[src/rtl/de3cd_multichip_sync_n_if.sv]
// Bus bundle between the TCD1304 timing front-end and the multichip ADS8556 sync block.
interface de3cd_multichip_sync_n_if #(
  parameter int unsigned NUM_CH  = 4,
  parameter int unsigned PHASE_W = 4
);
  logic                        clk_2m;
  logic                        tcd1304_sh;
  logic                        tcd1304_load;
  logic [NUM_CH*PHASE_W-1:0]   sync_phase;
  logic                        sync_mode;
  logic [NUM_CH-1:0]           ads8556_syncn;
  logic                        sync_busy;
  logic                        sync_done;

  // Timing front-end side: drives frame events and phase settings.
  modport master (
    output clk_2m, tcd1304_sh, tcd1304_load, sync_phase, sync_mode,
    input  ads8556_syncn, sync_busy, sync_done
  );

  // Sync block side.
  modport slave (
    input  clk_2m, tcd1304_sh, tcd1304_load, sync_phase, sync_mode,
    output ads8556_syncn, sync_busy, sync_done
  );
endinterface

[src/rtl/de3cd_multichip_sync_n.sv]
// Aligns the SYNC_N inputs of several ADS8556 chips to the TCD1304 shift-gate frame.
// Each channel drops its active-low sync a programmable number of clk_2m rising
// edges after the arming SH falling edge.
module de3cd_multichip_sync_n #(
  parameter int unsigned NUM_CH  = 4,
  parameter int unsigned PHASE_W = 4
) (
  input logic                     clk,
  input logic                     rst_n,
  de3cd_multichip_sync_n_if.slave bus
);

  logic                sh_q;
  logic                c2m_q;
  logic                sh_rise;
  logic                sh_fall;
  logic                c2m_rise;

  logic [PHASE_W-1:0]  phase_val [NUM_CH];
  logic [PHASE_W-1:0]  cnt       [NUM_CH];
  logic [PHASE_W-1:0]  cnt_nxt   [NUM_CH];
  logic                mode_r;
  logic                pending;
  logic                protect;
  logic                armed;
  logic                hold;
  logic [NUM_CH-1:0]   syncn_q;
  logic                busy_q;
  logic                done_q;

  logic                pending_nxt;
  logic                protect_nxt;
  logic                armed_nxt;
  logic                hold_nxt;
  logic [NUM_CH-1:0]   syncn_nxt;
  logic                arm_evt;
  logic                rep_rise;
  logic                rep_fall;

  // Single-stage edge detection against the previous sampled value.
  assign sh_rise  = bus.tcd1304_sh & ~sh_q;
  assign sh_fall  = ~bus.tcd1304_sh & sh_q;
  assign c2m_rise = bus.clk_2m & ~c2m_q;

  // Arming needs a full SH pulse seen while pending; a same-cycle load suppresses it.
  assign arm_evt  = sh_fall & pending & protect & ~bus.tcd1304_load;
  assign rep_rise = mode_r & armed & ~pending & sh_rise;
  assign rep_fall = mode_r & armed & ~pending & sh_fall;

  // Next-state for control flags, phase counters and sync outputs.
  always_comb begin
    pending_nxt = pending;
    protect_nxt = protect;
    armed_nxt   = armed;
    hold_nxt    = hold;
    syncn_nxt   = syncn_q;
    cnt_nxt     = cnt;

    if (bus.tcd1304_load) begin
      pending_nxt = 1'b1;
      protect_nxt = 1'b0;
    end else if (sh_rise && pending) begin
      protect_nxt = 1'b1;
    end

    if (arm_evt) begin
      pending_nxt = 1'b0;
      armed_nxt   = 1'b1;
    end

    // In repeat mode the outputs are parked high between SH rise and SH fall.
    if (sh_fall) begin
      hold_nxt = 1'b0;
    end else if (rep_rise) begin
      hold_nxt = 1'b1;
    end

    for (int unsigned k = 0; k < NUM_CH; k++) begin
      if (arm_evt || rep_fall) begin
        cnt_nxt[k] = '0;
      end else if (armed && c2m_rise && (cnt[k] < phase_val[k])) begin
        cnt_nxt[k] = cnt[k] + PHASE_W'(1);
      end
      if (armed && !pending && !hold && (cnt[k] == phase_val[k])) begin
        syncn_nxt[k] = 1'b0;
      end
    end

    if ((sh_rise && pending) || rep_rise) begin
      syncn_nxt = '1;
    end
  end

  // State and registered outputs.
  always_ff @(posedge clk) begin
    sh_q  <= bus.tcd1304_sh;
    c2m_q <= bus.clk_2m;
    if (!rst_n) begin
      for (int unsigned k = 0; k < NUM_CH; k++) begin
        phase_val[k] <= '0;
        cnt[k]       <= '0;
      end
      mode_r  <= 1'b0;
      pending <= 1'b1;
      protect <= 1'b0;
      armed   <= 1'b0;
      hold    <= 1'b0;
      syncn_q <= '1;
      busy_q  <= 1'b0;
      done_q  <= 1'b0;
    end else begin
      if (bus.tcd1304_load) begin
        for (int unsigned k = 0; k < NUM_CH; k++) begin
          phase_val[k] <= bus.sync_phase[k*PHASE_W +: PHASE_W];
        end
        mode_r <= bus.sync_mode;
      end
      cnt     <= cnt_nxt;
      pending <= pending_nxt;
      protect <= protect_nxt;
      armed   <= armed_nxt;
      hold    <= hold_nxt;
      syncn_q <= syncn_nxt;
      busy_q  <= armed_nxt & ~pending_nxt & (|syncn_nxt);
      done_q  <= (|syncn_q) & ~(|syncn_nxt);
    end
  end

  assign bus.ads8556_syncn = syncn_q;
  assign bus.sync_busy     = busy_q;
  assign bus.sync_done     = done_q;

endmodule

[src/flat_wrapper.sv]
// flat-port wrapper written by rule: the top's interface ports become plain ports
module de3cd_multichip_sync_n_flat 
#(
  parameter int unsigned NUM_CH  = 4,
  parameter int unsigned PHASE_W = 4
)
  (clk, rst_n, bus_clk_2m, bus_tcd1304_sh, bus_tcd1304_load, bus_sync_phase, bus_sync_mode, bus_ads8556_syncn, bus_sync_busy, bus_sync_done);
  de3cd_multichip_sync_n_if #(.NUM_CH(NUM_CH), .PHASE_W(PHASE_W)) bus_i ();
  input logic clk;
  input logic rst_n;
  input wire logic [$bits(bus_i.clk_2m)-1:0] bus_clk_2m;
  input wire logic [$bits(bus_i.tcd1304_sh)-1:0] bus_tcd1304_sh;
  input wire logic [$bits(bus_i.tcd1304_load)-1:0] bus_tcd1304_load;
  input wire logic [$bits(bus_i.sync_phase)-1:0] bus_sync_phase;
  input wire logic [$bits(bus_i.sync_mode)-1:0] bus_sync_mode;
  output wire logic [$bits(bus_i.ads8556_syncn)-1:0] bus_ads8556_syncn;
  output wire logic [$bits(bus_i.sync_busy)-1:0] bus_sync_busy;
  output wire logic [$bits(bus_i.sync_done)-1:0] bus_sync_done;
  assign bus_i.clk_2m = bus_clk_2m;
  assign bus_i.tcd1304_sh = bus_tcd1304_sh;
  assign bus_i.tcd1304_load = bus_tcd1304_load;
  assign bus_i.sync_phase = bus_sync_phase;
  assign bus_i.sync_mode = bus_sync_mode;
  assign bus_ads8556_syncn = bus_i.ads8556_syncn;
  assign bus_sync_busy = bus_i.sync_busy;
  assign bus_sync_done = bus_i.sync_done;
  de3cd_multichip_sync_n #(.NUM_CH(NUM_CH), .PHASE_W(PHASE_W)) u_core (.clk(clk), .rst_n(rst_n), .bus(bus_i));
endmodule
[config.mk]
export PLATFORM = sky130hd
export DESIGN_NAME = de3cd_multichip_sync_n_flat
export DESIGN_NICKNAME = d
export VERILOG_FILES = /design/src/rtl/de3cd_multichip_sync_n_if.sv /design/src/rtl/de3cd_multichip_sync_n.sv /design/src/flat_wrapper.sv
export SDC_FILE = /design/constraint.sdc
export NUM_CORES = 1
export LEC_CHECK = 0
export ABC_AREA = 1
export BUFFER_PORTS_ARGS = -buffer_cell sky130_fd_sc_hd__buf_2
export CAP_MARGIN = 20
export CORE_ASPECT_RATIO = 1.4
export CORE_MARGIN = 3
export CORE_UTILIZATION = 45
export DETAILED_ROUTE_END_ITERATION = 7
export HOLD_SLACK_MARGIN = 0.15
export PLACE_DENSITY = 0.7
export SLEW_MARGIN = 20
export SYNTH_ARGS = -nofsm -noshare
export SYNTH_HDL_FRONTEND = slang
export SYNTH_SLANG_ARGS = --single-unit
[constraint.sdc]
create_clock -name clk -period 1.36 [get_ports clk]
set_clock_uncertainty 0.1 [all_clocks]
set_input_delay 0.068 -clock clk [delete_from_list [all_inputs] [get_ports clk]]
set_output_delay 0.068 -clock clk [all_outputs]
set_load 0.005 [all_outputs]
==> results.txt <==
----------------------------------------------------
[Outcome]
  Result of the run ... complete, but fails checks
  Failing checks ... negative setup slack

[Synth]
  Post-synth cell types ... 26
  Post-synthesis net count ... 306
  Average instance area after synthesis ... 8.57 µm²
  Share of synthesized area occupied by flip-flops and latches ... 46.9%
  Number of instances in the synthesized netlist ... 264
  #FFs+latches synth ... 45
  Count of warnings emitted by yosys ... 0
  Synth Cell Area ... 0.00226 mm²

[Finish]
  Layout area overhead ... 47.4%
  Post-route non-filler standard cell count ... 408
  Total area of multi-input combinational cells ... 0.00133 mm²
  Number of nets in the layout ... 387
  Number of antenna cells inserted ... 0
  Fillers ... 317
  Register area ... 0.00106 mm²
  Most frequent cells in the layout ... 33 x sky130_fd_sc_hd__inv_1, 27 x sky130_fd_sc_hd__buf_2, 26 x sky130_fd_sc_hd__nand2_1, 26 x sky130_fd_sc_hd__dfxtp_1, 22 x sky130_fd_sc_hd__dlygate4sd3_1
  Ratio of cells with drive above 1 in the final layout ... 40.8%
  Most common library cell in the layout ignoring fill and taps ... sky130_fd_sc_hd__inv_1

[Die]
  Die span in y ... 89.9 µm
  Ports placed on the boundary ... 28
  Placeable core region ... 0.00468 mm²
  Overall die width ... 65.9 µm
  Starting density of the core ... 48.4%
  Total die area ... 0.00593 mm²
  Row cnt ... 29

[Pwr]
  Peak supply drop ... 0.738 mV
  Cell leakage power ... 1.48 nW
  Total power ... 0.00266 W
  Pwr Density ... 798 mW/mm²

[Timing]
  Worst Tran Pin Value ... 250 ps
  Final hold viol count ... 0
  Slew Viols, Final ... 0
  Number of setup violations in the final report ... 18
  Final critical delay including setup and external delays ... 1480 ps
  Fmax ... 0.674 GHz
  Setup repair after global routing missed its margin ... true
  Worst slew margin ... 83.2%
  Final period utilization ... 109%
  Fin worst setup slack ... -123 ps
  Worst hold slack ... 340 ps

[Routing]
  Residual antenna-violating net count after detailed routing ... 0
  Iter 0 DRT Violations ... 56
  Via density per instance ... 4.82
  Number of detailed-route iterations in the first pass ... 4
  DRC violation count after routing ... 0
  Wire length per cell ... 12.5 µm
  Via count ... 1965
  Final wirelength ... 5120 µm

[CTS]
  Clock edge transition at the registers on the reported setup and hold paths ... 80 ps
  H-Tree Level Count ... 2
  Clock tree buffer depth ... 2
  Clk sinks ... 45
  Buffer cell driving the clock tree root ... sky130_fd_sc_hd__clkbuf_8
  Source-to-sink clock delay at the later pin of the worst-skew pair ... 300 ps
  Clock buffer count from CTS ... 5
  CTS tree ... done

[Flow run]
  Total of max-cap violations ... 0

[Worst setup path]
  Critical path capture point type ... flop
  Largest stage delay on the critical path ... 380 ps
  Class of the most critical setup path ... flop to flop
  Maximum net fanout on the critical path ... 4
  Startpoint types ... flop
  Kind of cell with the highest combined delay on the critical path ... flip-flops
  CP Buf/Inv Count ... 3
  Cell occurring most often along the worst timing path ... sky130_fd_sc_hd__inv_2
  Cell type of the slowest stage on the worst timing path ... sky130_fd_sc_hd__edfxtp_1
  Worst Path Required ... 1440 ps
  Data arrival time of the critical path ... 1570 ps
  Crit path cell chain ... inv_2 > ha_4 > inv_2 > nor2_4 > o21bai_4 > buf_6 > nand2_4 > nand2_2 > a21oi_2

[Place]
  Cells after DPL ... 375
  Placer Congestion ... 0.795
  HPWL Detailed ... 3220 µm
  Quantity of I/O buffers inserted on ports ... 27
  Post-placement worst setup slack ... -145 ps

[Global routing]
  Via count of the first global-routing pass ... 1930
  Pin count of the biggest net entering global routing ... 18
  Antenna violations before repair ... 0
  Global-route usage over all layers ... 17.4%
  First-pass GRT wire length ... 8190 µm
  Residual overflow from global routing ... 0

[Worst hold path]
  Class of the tightest hold or removal check ... primary input to flop

----------------------------------------------------
## kinds of logic after synthesis
kind of cell | count (synthesis) | synth area share (%)
fa+ha+maj | 20 | 11.1
buf+inv | 46 | 7.90
simple gates | 114 | 23.3
xor+xnor | 8 | 3.10
compound gates | 31 | 7.74
flops | 45 | 46.9
## cell type report
class	count	share of cell area, %
clock inverter	1	0.150
timing repair buffer	77	18.6
clock buffer	7	2.29
tap	62	2.32
inverter	43	4.84
sequential	45	31.9
multi-input combinational	173	39.9
## path summary, 6_finish.rpt
kind	from	endpoint	slack, ps	depth (start not counted)
worst max register to register	u_core.phase_val[0][1]	u_core.cnt[12]	-120	9
worst min register to register	u_core.protect	u_core.protect	350	2
worst min-delay path	bus_tcd1304_sh	u_core.sh_q	340	2
worst max-delay path	u_core.phase_val[0][1]	u_core.cnt[12]	-120	9
## worst reg2reg max path, stage by stage, from the launching register on
cell and delay [ps]:
sky130_fd_sc_hd__edfxtp_1 380, sky130_fd_sc_hd__inv_2 80, sky130_fd_sc_hd__ha_4 200, sky130_fd_sc_hd__inv_2 60, sky130_fd_sc_hd__nor2_4 40, sky130_fd_sc_hd__o21bai_4 180, sky130_fd_sc_hd__buf_6 130, sky130_fd_sc_hd__nand2_4 70
sky130_fd_sc_hd__nand2_2 90, sky130_fd_sc_hd__a21oi_2 50
## cell usage after synthesis
master | count | share of area (%)
sky130_fd_sc_hd__o21bai_1 | 4 | 1.3
sky130_fd_sc_hd__xor2_1 | 4 | 1.5
sky130_fd_sc_hd__ha_1 | 20 | 11
sky130_fd_sc_hd__nand3_2 | 1 | 0.44
sky130_fd_sc_hd__inv_2 | 1 | 0.17
sky130_fd_sc_hd__nor2_2 | 2 | 0.55
sky130_fd_sc_hd__nor2_4 | 5 | 2.5
sky130_fd_sc_hd__nor3_1 | 1 | 0.22
sky130_fd_sc_hd__a21o_1 | 4 | 1.3
sky130_fd_sc_hd__o21ai_0 | 2 | 0.44
sky130_fd_sc_hd__clkbuf_2 | 1 | 0.22
sky130_fd_sc_hd__nor2_1 | 29 | 4.8
sky130_fd_sc_hd__nand3_1 | 23 | 5.1
sky130_fd_sc_hd__clkbuf_4 | 1 | 0.33
sky130_fd_sc_hd__nand2_4 | 1 | 0.50
sky130_fd_sc_hd__nand4_1 | 3 | 0.83
sky130_fd_sc_hd__and2_1 | 1 | 0.28
sky130_fd_sc_hd__nand2_1 | 47 | 7.8
sky130_fd_sc_hd__edfxtp_1 | 16 | 21
sky130_fd_sc_hd__inv_1 | 42 | 7.0
sky130_fd_sc_hd__xnor2_1 | 4 | 1.5
sky130_fd_sc_hd__nand3b_1 | 1 | 0.33
sky130_fd_sc_hd__buf_2 | 1 | 0.22
sky130_fd_sc_hd__a21oi_1 | 20 | 4.4
sky130_fd_sc_hd__o21ai_1 | 1 | 0.22
sky130_fd_sc_hd__dfxtp_1 | 29 | 26
## repair_timing
item / 4_1_cts / 5_1_grt
setup buffers: 2 / 3
hold buffers: 22 / 0
endpoints found under the hold margin: 29 / 0
resized for setup: 31 / 49
pin swaps: 14 / 25
setup endpoints to repair: 18 / 22
## metrics by stage
stage / area [µm²] / utilization (%) / TNS (ps)
6_report: 3340 / 71.3 / -1360
5_1_grt: 3340 / 71.3 / -2930
4_1_cts: 3150 / 67.3 / -966
3_5_place_dp: 2700 / 57.6 / -1780
3_3_place_gp: 2700 / 57.6 / -1470
2_1_floorplan: 2270 / - / 0
## per-layer routing
metal	vias up	global-route usage (%)	share of wire (%)	wire [µm]
li1	1011	-	-	-
met1	920	21.3	44	2280
met2	29	30.4	51	2640
met3	5	2.74	2.6	134
met4	0	6.10	1.4	74
met5	-	0	0	0
## power by group
part / internal (W) / switching, W / leakage, nW / total [W]
clock: 0.000361 / 0.000446 / 0.0422 / 0.000808
sequential: 0.00144 / 0.0000173 / 0.408 / 0.00146
combinational: 0.000201 / 0.000197 / 1.03 / 0.000398
total: 0.00200 / 0.000661 / 1.48 / 0.00266
No activity file was read; power rests on OpenSTA's default activity.
